$ cat src/rtl/jpeg_carry_chain_pipe.sv
// jpeg_carry_chain_pipe: segmented add/sub/compare carry chain.
// One SEG-bit segment is resolved per stage, valid/ready on both ends.
module jpeg_carry_chain_pipe #(
  parameter int WIDTH  = 20,
  parameter int SEG    = 5,
  parameter int STAGES = (WIDTH + SEG - 1) / SEG,
  parameter int TAGW   = 4
) (
  input  logic            clk,
  input  logic            rst_n,
  input  logic            in_valid,
  output logic            in_ready,
  input  logic [WIDTH-1:0] in_a,
  input  logic [WIDTH-1:0] in_b,
  input  logic            in_cin,
  input  logic [1:0]      in_mode,
  input  logic [TAGW-1:0] in_tag,
  output logic            out_valid,
  input  logic            out_ready,
  output logic [WIDTH-1:0] out_res,
  output logic            out_cout,
  output logic            out_eq,
  output logic            out_lt,
  output logic            out_par,
  output logic [TAGW-1:0] out_tag
);

  localparam int IW = $clog2(WIDTH);

  typedef struct packed {
    logic            v;
    logic [1:0]      mode;
    logic [WIDTH-1:0] a;
    logic [WIDTH-1:0] b;
    logic [WIDTH-1:0] s;
    logic            c;
    logic            eq;
    logic            req;
    logic [TAGW-1:0] tag;
  } stage_t;

  stage_t st  [STAGES];
  stage_t nxt [STAGES];
  stage_t src;
  stage_t cur;
  logic [STAGES:0] adv;
  logic cy;
  logic pe;
  logic pr;
  int   bi;

  // scmp flips both MSBs so the unsigned chain gives an offset-binary compare
  always_comb begin : prep
    src      = '0;
    src.v    = in_valid;
    src.mode = in_mode;
    src.a    = in_a;
    src.b    = in_b;
    src.c    = in_cin;
    src.eq   = 1'b1;
    src.req  = (in_a == in_b);
    src.tag  = in_tag;
    if (in_mode != 2'b00) begin
      src.b = ~in_b;
      src.c = 1'b1;
    end
    if (in_mode == 2'b11) begin
      src.a[WIDTH-1] = ~src.a[WIDTH-1];
      src.b[WIDTH-1] = ~src.b[WIDTH-1];
    end
  end

  always_comb begin : chain
    cur = src;
    cy  = 1'b0;
    pe  = 1'b0;
    pr  = 1'b0;
    bi  = 0;
    for (int k = 0; k < STAGES; k++) begin
      nxt[k] = cur;
      cy     = cur.c;
      pe     = cur.eq;
      for (int j = 0; j < SEG; j++) begin
        bi = k * SEG + j;
        if (bi < WIDTH) begin
          pr = cur.a[IW'(bi)] ^ cur.b[IW'(bi)];
          nxt[k].s[IW'(bi)] = pr ^ cy;
          cy = (cur.a[IW'(bi)] & cur.b[IW'(bi)]) | (pr & cy);
          pe = pe & pr;
        end
      end
      nxt[k].c  = cy;
      nxt[k].eq = pe;
      cur = st[k];
    end
  end

  always_comb begin : flow
    adv         = '0;
    adv[STAGES] = out_ready;
    for (int k = STAGES - 1; k >= 0; k--)
      adv[k] = !st[k].v || adv[k+1];
  end

  always_ff @(posedge clk or negedge rst_n) begin
    if (!rst_n) begin
      for (int k = 0; k < STAGES; k++)
        st[k] <= '0;
    end else begin
      for (int k = 0; k < STAGES; k++) begin
        if (adv[k]) begin
          if (nxt[k].v) st[k] <= nxt[k];
          else          st[k].v <= 1'b0;
        end
      end
    end
  end

  assign in_ready  = adv[0];
  assign out_valid = st[STAGES-1].v;
  assign out_res   = st[STAGES-1].mode[1] ? '0 : st[STAGES-1].s;
  assign out_cout  = st[STAGES-1].c;
  assign out_eq    = (st[STAGES-1].mode == 2'b00) ?
                     st[STAGES-1].req : st[STAGES-1].eq;
  assign out_lt    = (st[STAGES-1].mode != 2'b00) && !st[STAGES-1].c;
  assign out_par   = ^out_res ^ out_cout;
  assign out_tag   = st[STAGES-1].tag;

endmodule

$ cat config.mk
export PLATFORM = sky130hd
export DESIGN_NAME = jpeg_carry_chain_pipe
export DESIGN_NICKNAME = d
export VERILOG_FILES = /design/src/rtl/jpeg_carry_chain_pipe.sv
export SDC_FILE = /design/constraint.sdc
export NUM_CORES = 1
export LEC_CHECK = 0
export CORE_UTILIZATION = 25
export CTS_CLUSTER_DIAMETER = 120
export CTS_CLUSTER_SIZE = 30
export DETAILED_ROUTE_END_ITERATION = 10
export HOLD_SLACK_MARGIN = 0.08
export SYNTH_ARGS = -nofsm -noshare
export SYNTH_HDL_FRONTEND = slang
export SYNTH_SLANG_ARGS = --single-unit
export TNS_END_PERCENT = 20
$ cat constraint.sdc
create_clock -name clk -period 7.6 [get_ports clk]
set_input_delay 1.9 -clock clk [delete_from_list [all_inputs] [get_ports clk]]
set_output_delay 1.9 -clock clk [all_outputs]
set_load 0.03 [all_outputs]
==> flow_summary.ini, run 1 <==
[worst_setup_path]
crit_fanout = 5
slowest_stage = clkdlybuf4s50_1
cp.arrival_ns = 3.31
r2r_setup_slack_ns = 5.03
cpMostUsedCell = clkdlybuf4s50_1
slowest_delay_ns = 0.63
startpoint_type = input port
critPathKind = in -> out
end_kind = output port
path_cells = clkdlybuf4s50_1, nor2b_4, nand4_2, clkdlybuf4s50_1
critPathRequiredTime_ns = 5.70

[clock_tree]
cts_tree = yes
numCtsBuffers = 17
insertion_delay_ns = 0.41
root_buffer = clkbuf_16
clk_pin_slew_ns = 0.06
postCtsSetupBuffers = 0
cts_sinks = 117
postCtsHoldBufs = 0
cts_max_level = 4
cts_resized = 0
cts_buffer_depth = 2

[die]
die_x_um = 151
num_rows = 53
die_h_um = 151
ios = 81
core_area_um2 = 21400
die_area_um2 = 22700
start_util = 0.259

[yosys]
synth-seq-area-share = 0.530
yosysUniqueCellTypes = 28
netlist_area_um2 = 5520
syn_inst = 405
synth_seq_cells = 117
ys_warn_count = 0
syn_avg_cell_area_um2 = 13.6
synth_area_leaders = dfrtp_1, mux2_1, fa_1
yosys.area.top_type = dfrtp_1
synth_top_area_frac = 0.530

[finish]
fin_nets = 548
final_common_cell = dfrtp_1
final_cell_mix = dfrtp_1, clkdlybuf4s50_1, mux2_1
area_growth_pct = 28.3
finish.utilization = 0.332
drive_above_1_share = 0.121
antenna_cells = 0

[place]
place_hpwl_um = 8270
gp_congestion = 0.781
port_buffers = 75

[drt]
vias_per_cell = 4.05
wl_um = 11300
wl_per_cell_um = 14.6
dr.pass1.iters = 4
drc = 0
num_vias = 3111
drt_iter0_drc = 114
drtAntennaViolNets = 0

[pwr]
peakVddDrop_v = 0.000176
p_per_area_nw_per_um2 = 392
power_mw = 2.78
leakagePower_nw = 3.05

[global_routing]
grt_pass1_vias = 3318
grt_pass1_wl_um = 18300
grt.overflow.total = 0
grt_antenna_before_repair = 0
grt_max_degree = 62
grtUsageTotal = 0.109

[hold_path]
hold_class = reg -> reg

[timing]
finalClockSkew_ns = 0.00830
post-route-period-util = 0.686
tns_ns = 0
slew_viol_final = 0
slew_headroom = 0.222
final_hold_viol_count = 0
fmax_ghz = 0.192
finalCriticalPeriod_ns = 5.21
rsz0062_at_grt = false
tightest_slew_ns = 1.16
finalSetupViolations = 0

[status]
status = completed

[job]
maxCapViolations = 0
layer usage:
layer,part of all wire,vias up,wire length [um],global-route usage
met5,0,-,0,0
met4,0.024,0,269,0.0545
met3,0.034,15,383,0.0236
met2,0.45,73,5090,0.164
met1,0.49,1541,5510,0.147
li1,-,1482,-,-
logic make-up (layout without fill, tap and decap cells):
logic type,Yosys count,count (layout),synth area share
AOI/OAI and AO/OA,23,23,0.0229
xor gates and xnor gates,53,53,0.0841
adders and majority gates,15,15,0.0544
buffers and inverters,44,129,0.0471
DFF,117,117,0.530
muxes,90,90,0.196
other,1,5,0.000679
and+or+nand+nor,62,62,0.0646
final cells by class:
type	instances	area, um^2
Clock inverter	9	151
Clock buffer	22	464
Timing Repair Buffer	78	771
Tap cell	275	344
Sequential cell	117	2930
Fill cell	2108	14300
Inverter	20	75.1
Multi-Input combinational cell	248	2350
where the power goes:
part	internal [mW]	switching (mW)
Combinational	0.498	0.465
Sequential	0.834	0.147
Clock	0.562	0.269
cells in the mapped netlist (all sizes together):
cell type / n
nand2b: 4
fa: 15
nor4: 3
mux2: 90
dfrtp: 117
xnor2: 23
clkbuf: 1
xor2: 30
nor2: 3
o21ai: 22
nor3: 1
conb: 1
inv: 20
nand4: 3
nand3: 2
or2: 2
nand2: 27
o41ai: 1
nor2b: 17
buf: 23
path summary, 6_finish.rpt:
check,start,endpoint,cells after the start
max in group asynchronous,rst_n,nxt[200],2
worst max-delay path,out_ready,in_ready,4
worst max register to register,st[216],nxt[86],9
worst min-delay path,nxt[138],nxt[68],1
worst min register to register,nxt[138],nxt[68],1
min in group asynchronous,rst_n,nxt[140],1
worst max-delay path: cells and delay by family:
kind | cells | cell delay (ns)
buffers and inverters | 2 | 1.07
and+or+nand+nor | 2 | 0.35
stage by stage:
stage | cell area [um^2] | worst slack, ns | hold slack [ns] | std cells
3_5_place_dp | 6460 | 2.27 | 0.469 | 738
5_1_grt | 7080 | 2.32 | 0.494 | 769
2_1_floorplan | 5540 | 2.59 | 0.441 | 409
3_3_place_gp | 6460 | 2.31 | 0.463 | 738
4_1_cts | 7080 | 2.37 | 0.482 | 769
6_report | 7080 | 2.39 | 0.477 | 769
state kept, by name (all words and copies together) (netlist names):
signal / flops
nxt: 90
out_valid: 1
st: 3
cur: 19
out_tag: 4
Power figures use the tool's default switching activity.
==> inputs of run 2 (changes only) <==
- clock period: 7.6 -> 4.35 ns (I/O delays scaled with it)
==> run 2 against run 1 <==
Hold slack better by 0.0040 ns. Critical endpoint is now nxt[151]. Non-clock buffer count grew 2. Critical path type is now in -> reg. Cell count up 0.26%. Clock skew down 0.0020 ns. Register-to-register slack got worse by 3.3 ns. Sequential share of layout area fell by 0.095 points.
==> flow_summary.ini, run 2 (synthesis results as in run 1) <==
[hold_path]
hp-start = nxt[142]
holdPathEnd = nxt[72]
hold_class = reg -> reg
holdPathStages = 1

[clock_tree]
cts_max_level = 4
cts_sinks = 117
cts_tree = yes
postCtsSetupBuffers = 0
cts_resized = 0
clk_pin_slew_ns = 0.05
root_buffer = clkbuf_16
numCtsBuffers = 17
insertion_delay_ns = 0.41
cts_buffer_depth = 2
postCtsHoldBufs = 0

[timing]
holdWs_ns = 0.480
worst_slack_ns = 0.254
fmax_ghz = 0.244
final_hold_viol_count = 0
slew_viol_final = 0
rsz0062_at_grt = false
finalSetupViolations = 0
finalCriticalPeriod_ns = 4.10
finalClockSkew_ns = 0.00633
tightest_slew_ns = 1.03
slew_headroom = 0.308
post-route-period-util = 0.942

[pwr]
peakVddDrop_v = 0.000360
leakagePower_nw = 3.05
p_per_area_nw_per_um2 = 682

[worst_setup_path]
slowest_delay_ns = 0.57
startpoint_type = input port
cp.arrival_ns = 4.38
cp.buffers_inverters = 2
cpMostUsedCell = fa_1
r2r_cells = 9
r2r-end = nxt[86]
critPathRequiredTime_ns = 4.64
slowest_stage = clkdlybuf4s50_1
r2r_setup_slack_ns = 1.77
regToRegStartpoint = st[216]
crit_fanout = 3
cp_top_family = adder cells
critPathKind = in -> reg
end_kind = register
path_cells = clkdlybuf4s50_1, nor2_2, xor2_1, fa_1, fa_1, fa_1, fa_1, inv_1, fa_1, mux2_1

[finish]
drive_above_1_share = 0.123
area_growth_pct = 28.6
design_area_um2 = 7100
n_fill_cell = 2127
finish.utilization = 0.332
fin_nets = 550
fin_cells = 771
antenna_cells = 0
largest_reg_flops = 90
final_common_cell = dfrtp_1
final_cell_mix = dfrtp_1, clkdlybuf4s50_1, mux2_1

[die]
die_h_um = 151
core_area_um2 = 21400
die_area_um2 = 22700
num_rows = 53
die_x_um = 151
ios = 81
start_util = 0.259

[global_routing]
grtUsageTotal = 0.109
grt_pass1_wl_um = 18300
grt.overflow.total = 0
grt_pass1_vias = 3394
grt_max_degree = 66
grt_antenna_before_repair = 0

[status]
status = completed

[place]
numPlacedInstances = 740
dpl_cell_area_um2 = 6480
port_buffers = 75
gp_congestion = 0.762
place_hpwl_um = 8230
preCtsSetupSlack_ns = -0.184

[drt]
drtAntennaViolNets = 0
num_vias = 3106
dr.pass1.iters = 4
wl_per_cell_um = 14.3
vias_per_cell = 4.03
drt_iter0_drc = 90
drc = 0
wl_um = 11000

[job]
maxCapViolations = 0
[run 2: power breakdown]
| part | internal (mW) | switching (mW) |
|---|---|---|
| Sequential | 1.46 | 0.258 |
| Clock | 0.984 | 0.460 |
| Combinational | 0.865 | 0.815 |
[run 2: layout make-up]
class,count,area [um^2],share of cell area
tap,275,344,0.0485
inverter,20,75.1,0.0106
clock buffer,23,468,0.0659
timing repair buffer,80,786,0.111
sequential,117,2930,0.413
multi-input combinational,248,2350,0.331
clock inverter,8,149,0.0210
[run 2: metal layers]
layer,part of all wire,vias to the layer above,global-route usage
met5,0,-,0
met4,0.019,0,0.0540
met3,0.052,15,0.0245
met2,0.45,76,0.164
met1,0.48,1524,0.145
li1,-,1491,-
[run 2: worst max-delay path by stage]
stage / startpoint / endpoint / slack, ns / depth (start not counted)
final: in_mode[1] / nxt[151] / 0.25 / 10
after global routing: in_mode[1] / nxt[151] / 0.15 / 10
after CTS: in_mode[1] / nxt[151] / 0.24 / 10
after detailed placement: in_mode[1] / nxt[151] / -0.18 / 10
after global placement: in_mode[1] / nxt[151] / -0.13 / 10
after floorplan: in_mode[1] / nxt[151] / 0.16 / 10
[run 2: per-stage QoR]
stage                     total power [mW]  setup TNS [ns]
after floorplan                       2.87               0
after global placement                3.41          -0.132
after detailed placement              3.46          -0.184
after CTS                             4.93               0
after global routing                  5.14               0
final                                 4.84               0
==> inputs of run 3 (changes only) <==
- CTS_CLUSTER_SIZE: 30 -> 14
==> results of run 3 <==
No change in the layout: final DEF, timing and power equal those of run 2.
